==> src/rtl/nw_pkg.sv <==
// -----------------------------------------------------------------------------
// nw_pkg
// Shared definitions for the Needleman-Wunsch datapath: default scoring
// constants (so the fill stage and the traceback use identical values), the
// traceback FSM state encoding, RAM address selectors and direction codes.
// -----------------------------------------------------------------------------
package nw_pkg;

    localparam int NW_N        = 5;
    localparam int NW_MATCH    = 1;
    localparam int NW_MISMATCH = -1;
    localparam int NW_GAP      = -2;

    typedef enum logic [2:0] {
        ST_IDLE    = 3'd0,
        ST_RD_CUR  = 3'd1,
        ST_WT_CUR  = 3'd2,
        ST_CHECK   = 3'd3,
        ST_WT_DIAG = 3'd4,
        ST_WT_UP   = 3'd5,
        ST_EMIT    = 3'd6,
        ST_DONE    = 3'd7
    } tb_state_t;

    // Which neighbour of the registered (i,j) the read address points at.
    typedef enum logic [1:0] {
        SEL_CUR  = 2'd0,
        SEL_DIAG = 2'd1,
        SEL_UP   = 2'd2
    } addr_sel_t;

    localparam logic [1:0] DIR_DIAG_M = 2'b00;  // diagonal, symbols equal
    localparam logic [1:0] DIR_DIAG_X = 2'b01;  // diagonal, substitution
    localparam logic [1:0] DIR_UP     = 2'b10;  // gap in B
    localparam logic [1:0] DIR_LEFT   = 2'b11;  // gap in A

    // Both diagonal codes share a clear MSB.
    function automatic logic is_diag(input logic [1:0] dir);
        return ~dir[1];
    endfunction

endpackage

==> src/rtl/nw_tb_addr_gen.sv <==
// -----------------------------------------------------------------------------
// nw_tb_addr_gen
// Combinational row-major address generator for the traceback read port.
//   i, j : current cell coordinates
//   sel  : SEL_CUR -> (i,j), SEL_DIAG -> (i-1,j-1), SEL_UP -> (i-1,j)
//   addr : i' * (N+1) + j'
// Out-of-range results (e.g. SEL_UP with i=0) are never used with a read enable.
// -----------------------------------------------------------------------------
module nw_tb_addr_gen
    import nw_pkg::*;
#(
    parameter int N  = NW_N,
    parameter int IW = $clog2(N + 1),
    parameter int AW = $clog2(((N + 1) * (N + 1)) - 1) + 1
) (
    input  logic [IW-1:0] i,
    input  logic [IW-1:0] j,
    input  addr_sel_t     sel,
    output logic [AW-1:0] addr
);

    int row;
    int col;

    // NOTE: every variable written in a combinational block gets a value on
    // every path (defaults first); otherwise synthesis infers a latch.
    always_comb begin
        row = int'(i);
        col = int'(j);
        if (sel != SEL_CUR)  row = row - 1;
        if (sel == SEL_DIAG) col = col - 1;
        addr = AW'(row * (N + 1) + col);
    end

endmodule

==> src/rtl/nw_traceback.sv <==
// -----------------------------------------------------------------------------
// nw_traceback
// Walks the filled NW score matrix from (N,N) back to (0,0) through the
// Scores_RAM read port, recomputing each predecessor from neighbour scores.
// Ports:
//   clk, rst          : clock, synchronous active-high reset
//   start             : begin a traceback (sampled only in IDLE)
//   seq_a, seq_b      : 2-bit symbols, symbol k at [2k+:2]
//   en_dout/addr_dout : RAM read enable / address (data valid next cycle)
//   dout              : RAM read data, 9-bit signed
//   busy              : traceback in progress
//   out_valid         : one pulse per step with out_dir, out_i, out_j
//   done              : one pulse after the final step
// Tie priority is diag > up > left; the left cell is inferred, never read.
// -----------------------------------------------------------------------------
module nw_traceback
    import nw_pkg::*;
#(
    parameter int N           = NW_N,
    parameter int MATCH       = NW_MATCH,
    parameter int MISMATCH    = NW_MISMATCH,
    parameter int GAP         = NW_GAP,
    parameter int addr_lenght = $clog2(((N + 1) * (N + 1)) - 1)
) (
    input  logic                     clk,
    input  logic                     rst,
    input  logic                     start,
    input  logic [2*N-1:0]           seq_a,
    input  logic [2*N-1:0]           seq_b,
    output logic                     en_dout,
    output logic [addr_lenght:0]     addr_dout,
    input  logic signed [8:0]        dout,
    output logic                     busy,
    output logic                     out_valid,
    output logic [1:0]               out_dir,
    output logic [$clog2(N+1)-1:0]   out_i,
    output logic [$clog2(N+1)-1:0]   out_j,
    output logic                     done
);

    localparam int IW = $clog2(N + 1);
    localparam int AW = addr_lenght + 1;
    localparam logic [IW-1:0]    N_IDX      = IW'(N);
    localparam logic signed [9:0] MATCH_W    = 10'(MATCH);
    localparam logic signed [9:0] MISMATCH_W = 10'(MISMATCH);
    localparam logic signed [9:0] GAP_W      = 10'(GAP);

    tb_state_t         state, next_state;
    addr_sel_t         addr_sel;
    logic [IW-1:0]     i_r, j_r;
    logic signed [8:0] cur;
    logic [1:0]        dir_r;
    logic [AW-1:0]     gen_addr, addr_hold;
    logic [1:0]        sym_a, sym_b;
    logic              is_match, diag_hit, up_hit, at_row0, at_col0;
    logic signed [9:0] dout_w, cur_w, s_w, step_w;

    nw_tb_addr_gen #(.N(N), .IW(IW), .AW(AW)) u_addr_gen (
        .i    (i_r),
        .j    (j_r),
        .sel  (addr_sel),
        .addr (gen_addr)
    );

    // Symbols a[i-1] and b[j-1] for the current cell.
    always_comb begin
        sym_a = '0;
        sym_b = '0;
        for (int k = 0; k < N; k++) begin
            if (i_r == IW'(k + 1)) sym_a = seq_a[2*k +: 2];
            if (j_r == IW'(k + 1)) sym_b = seq_b[2*k +: 2];
        end
    end

    // All score arithmetic is widened to 10 bits so dout+s cannot wrap.
    assign is_match = (sym_a == sym_b);
    assign s_w      = is_match ? MATCH_W : MISMATCH_W;
    assign dout_w   = 10'(dout);
    assign cur_w    = 10'(cur);
    assign diag_hit = (dout_w + s_w) == cur_w;
    assign up_hit   = (dout_w + GAP_W) == cur_w;
    assign at_row0  = (i_r == '0);
    assign at_col0  = (j_r == '0);
    assign step_w   = is_diag(dir_r) ? s_w : GAP_W;

    // NOTE: clocked state uses non-blocking assignments so every register
    // samples the pre-edge values, independent of statement order.
    always_ff @(posedge clk) begin
        if (rst) state <= ST_IDLE;
        else     state <= next_state;
    end

    always_comb begin
        next_state = state;
        case (state)
            ST_IDLE:    if (start) next_state = ST_RD_CUR;
            ST_RD_CUR:  next_state = ST_WT_CUR;
            ST_WT_CUR:  next_state = ST_CHECK;
            ST_CHECK: begin
                if (at_row0 && at_col0)      next_state = ST_DONE;
                else if (at_row0 || at_col0) next_state = ST_EMIT;
                else                         next_state = ST_WT_DIAG;
            end
            ST_WT_DIAG: next_state = diag_hit ? ST_EMIT : ST_WT_UP;
            ST_WT_UP:   next_state = ST_EMIT;
            ST_EMIT:    next_state = ST_CHECK;
            ST_DONE:    next_state = ST_IDLE;
            default:    next_state = ST_IDLE;
        endcase
    end

    // Read issue: the address is combinational from the registered (i,j) so
    // data arrives in the following state.
    always_comb begin
        en_dout  = 1'b0;
        addr_sel = SEL_CUR;
        case (state)
            ST_RD_CUR: en_dout = 1'b1;
            ST_CHECK: begin
                if (!at_row0 && !at_col0) begin
                    en_dout  = 1'b1;
                    addr_sel = SEL_DIAG;
                end
            end
            ST_WT_DIAG: begin
                if (!diag_hit) begin
                    en_dout  = 1'b1;
                    addr_sel = SEL_UP;
                end
            end
            default: ;
        endcase
    end

    // The address bus keeps its last driven value while no read is issued.
    assign addr_dout = en_dout ? gen_addr : addr_hold;

    always_ff @(posedge clk) begin
        if (rst) begin
            i_r       <= '0;
            j_r       <= '0;
            cur       <= '0;
            dir_r     <= '0;
            addr_hold <= '0;
            busy      <= 1'b0;
            out_valid <= 1'b0;
            out_dir   <= '0;
            out_i     <= '0;
            out_j     <= '0;
            done      <= 1'b0;
        end else begin
            out_valid <= 1'b0;
            done      <= 1'b0;
            addr_hold <= addr_dout;
            case (state)
                ST_IDLE: begin
                    if (start) begin
                        i_r  <= N_IDX;
                        j_r  <= N_IDX;
                        busy <= 1'b1;
                    end
                end
                ST_WT_CUR: cur <= dout;
                ST_CHECK:  dir_r <= at_row0 ? DIR_LEFT : DIR_UP;
                ST_WT_DIAG: begin
                    if (diag_hit) dir_r <= is_match ? DIR_DIAG_M : DIR_DIAG_X;
                end
                ST_WT_UP:  dir_r <= up_hit ? DIR_UP : DIR_LEFT;
                ST_EMIT: begin
                    out_valid <= 1'b1;
                    out_dir   <= dir_r;
                    out_i     <= i_r;
                    out_j     <= j_r;
                    // Predecessor score: undo the move that produced cur.
                    cur       <= 9'(cur_w - step_w);
                    if (dir_r != DIR_LEFT) i_r <= i_r - IW'(1);
                    if (dir_r != DIR_UP)   j_r <= j_r - IW'(1);
                end
                ST_DONE: begin
                    done <= 1'b1;
                    busy <= 1'b0;
                end
                default: ;
            endcase
        end
    end

endmodule

==> config.mk <==
export PLATFORM = sky130hd
export DESIGN_NAME = nw_traceback
export DESIGN_NICKNAME = d
export VERILOG_FILES = /design/src/rtl/nw_pkg.sv /design/src/rtl/nw_tb_addr_gen.sv /design/src/rtl/nw_traceback.sv
export SDC_FILE = /design/constraint.sdc
export NUM_CORES = 1
export LEC_CHECK = 0
export CAP_MARGIN = 20
export CORE_AREA = 2 2 82 84
export CTS_CLUSTER_DIAMETER = 50
export CTS_CLUSTER_SIZE = 8
export DETAILED_ROUTE_END_ITERATION = 7
export DIE_AREA = 0 0 84 86
export PLACE_DENSITY_LB_ADDON = 0.05
export SYNTH_ARGS = -nofsm -noshare
export SYNTH_HDL_FRONTEND = slang
export SYNTH_HIERARCHICAL = 1
export SYNTH_SLANG_ARGS = --single-unit
==> constraint.sdc <==
create_clock -name clk -period 18.2 [get_ports clk]
set_input_delay 3.64 -clock clk [delete_from_list [all_inputs] [get_ports clk]]
set_output_delay 3.64 -clock clk [all_outputs]
set_load 0.03 [all_outputs]
==> impl_results.md <==
* Outcome: finished clean
* TNS Setup at 0 ns
* Final #Nets at 585
* Yosys reg bits at 38
* Req. time, crit path at 14.56 ns
* Gr ovfl total at 0
* Most frequent cells in the layout: nand2_1 (50), clkdlybuf4s50_1 (50), nor2_1 (42), a21oi_1 (42), ha_1 (41)
* XOR/XNOR Fraction of Synth Area at 0.0888
* # diodes at 0
* M3 GR Usage at 0.0366
* M1 GR Usage at 0.385
* Resized cells post-CTS at 0
* Vias per cell at 5.83
* Final hold slack at 0.458 ns
* Netlist cell types at 61
* Total core area at 6280 um2
* Initial core utilization at 0.591
* Endpoints failing hold at 0
* Area share of the largest cell type after synthesis at 0.205
* R2r setup slk at 11.04 ns
* I/O pin count at 51
* Std-Cell Rows at 29
* Util after Layout at 0.698
* Initial antenna violation count at 0
* GRT Max-Usage Layer: met2
* Placer congestion estimate at 0.830
* Leak Pwr at 0.00172 uW
* Number of H-tree levels at 2
* Simple-Gate Fraction of Synth Area at 0.223
* Clk_skew at 0.00729 ns
* Vias in the first global route at 3322
* Share of cells above drive strength 1 at 0.0550
* Mapped Area at 3710 um2
* Critical-path maximum fanout at 12
* Sequential fraction of the synthesis area at 0.205
* CTS Sinks at 38
* DRC at 0
* Final Cycle Share at 0.791
* Synth Instances at 466
* P&R area growth vs syn at 18.2%
* Worst-Skew Late Latency at 0.29 ns
* Largest family of logic cells by synthesized area: simple AND/OR/NAND/NOR gates
* DP Wirelength at 6910 um
* Die ar. at 7220 um2
* Area after DPL at 4240 um2
* Clock root cell: clkbuf_8
* Kind of critical path: input port to primary output
* CP Data Arrival Time at 10.75 ns
* Peak supply drop at 0.0531 mV
* Die width at 84 um
* TritonCTS clock tree: yes
* Mux share of post-synthesis cell area at 0.0665
* Total Wirelength at 8970 um
* Clock buffer count from CTS at 5
* MaxCap Viol Count at 0
* Drt first pass iters at 4
* Worst setup EP type: primary output
* Vias at 3418
* Compound-Gate Fraction of Synth Area at 0.195
* Wire per inst at 15.3 um
* RSZ-0062 raised after global routing: false
* Asr flop ratio synth at 0
* Tmin final at 14.39 ns
* IO buf count at 50
* Synth warn at 6
* Post-route ant nets at 0
* Clk pin slew, worst setup/hold paths at 0.08 ns
* Setup bufs post-CTS at 0
* First-pass GRT wire length at 15900 um
* Post-route cell area at 4380 um2
* Slew HR at 0.430
* Least-Margin Pin Slew at 0.853 ns
* Synth top area cells: dfxtp_1 (21%), ha_1 (14%), xnor2_1 (6.1%)
* Hold Path Class: flip-flop to flip-flop
* Die height at 86 um
* Post-synth EDFFs at 0
* Largest area contributor in the netlist: dfxtp_1
* Met2 Use GR at 0.428
* Prevailing post-synth register cell: dfxtp_1
* Tot GR Track Use at 0.267
* Max Slew Vio Count at 0
* Adder-Cell Fraction of Synth Area at 0.160
* Mapped Nets at 543
* Crit start category: input port
* Deepest clock path buffer count at 2
* Mean Syn Cell Area at 7.96 um2
* Hold_buf cts at 0
* DR iter-0 viols at 186
* Pwr/cell area at 88.1 nW/um2
* Fmax at 69.5 MHz
* Endpoints failing setup at 0
* Pin count of the biggest net entering global routing at 31
==> sequential cells by signal, indices dropped and copies added, names as in the netlist <==
| signal | cells |
|---|---|
| cur | 9 |
| addr_hold | 7 |
| i_r | 3 |
| j_r | 3 |
| out_i | 3 |
| out_j | 3 |
| state | 3 |
| dir_r | 2 |
| out_dir | 2 |
| busy | 1 |
| done | 1 |
| out_valid | 1 |
==> synthesized netlist by cell type (all sizes together), types with 3 or more instances <==
cell,count
o21a,5
nand2,50
or4,3
nor2,43
a211oi,8
xor2,9
nor4,6
a221oi,5
nand3,3
mux2i,16
a21oi,43
nand3b,12
xnor2,26
nor3,12
a21boi,4
o31ai,4
inv,39
nor2b,7
and2,3
clkbuf,14
o21ai,19
ha,41
buf,3
fa,4
nand2b,9
mux2,7
dfxtp,38
==> metal layers <==
layer	routed length, um	part of all wire
met5	0	0
met4	88	0.0098
met3	391	0.044
met2	4210	0.47
met1	4290	0.48
==> power breakdown <==
group,leakage [uW],switching [uW],internal (uW),total [uW]
clock,0.0000714,32.4,58.5,90.9
combinational,0.00134,107,86.8,194
sequential,0.000310,12.4,89.0,101
==> path summary, 6_finish.rpt <==
check | from | endpoint | cells past startpoint
worst max-delay path | seq_b[2] | addr_dout[6] | 27
worst min register to register | out_j[0] | out_j[0] | 2
worst max register to register | j_r[0] | addr_hold[6] | 28
worst min-delay path | out_j[0] | out_j[0] | 2
==> area by class of cell <==
class                   count  area, um2
multi-input cells         372       2720
fillers                   535       1900
flip-flops and latches     38        761
repair buffers             52        515
inverters                  39        146
well taps                  77       96.3
clock buffers               6       82.6
clock inverters             2       60.1
==> worst max-delay path, cell delays in order <==
cell and delay [ns]:
clkdlybuf4s50_1 0.40, a21oi_1 0.15, a221oi_1 0.11, or4_1 0.59
a22o_1 0.42, fa_1 0.57, xnor2_1 0.12, o311ai_1 0.12
or4b_4 0.57, nor4_4 0.35, nand4_4 0.18, and2_2 0.27
nor2_2 0.20, nand2_1 0.08, o21ai_1 0.13, ha_1 0.26
ha_1 0.21, inv_1 0.07, fa_1 0.40, inv_1 0.07
ha_1 0.27, a21oi_1 0.16, nor2b_1 0.06, a311o_1 0.33
xnor2_1 0.19, mux2_2 0.17, clkdlybuf4s50_1 0.66
==> kinds of logic after synthesis <==
logic type | after synthesis
and+or+nand+nor | 156
buffers and inverters | 56
xor gates and xnor gates | 36
muxes | 23
adders and majority gates | 45
AOI/OAI and AO/OA | 112
DFF | 38
==> stage by stage <==
| stage | worst slack, ns | instances | total power, uW |
|---|---|---|---|
| floorplan | 5.22 | 466 | 252 |
| global placement | 3.90 | 578 | 291 |
| detailed placement | 3.83 | 578 | 295 |
| CTS | 3.80 | 586 | 388 |
| global route | 3.16 | 586 | 417 |
| finish | 3.81 | 586 | 386 |
Power figures use the tool's default switching activity.
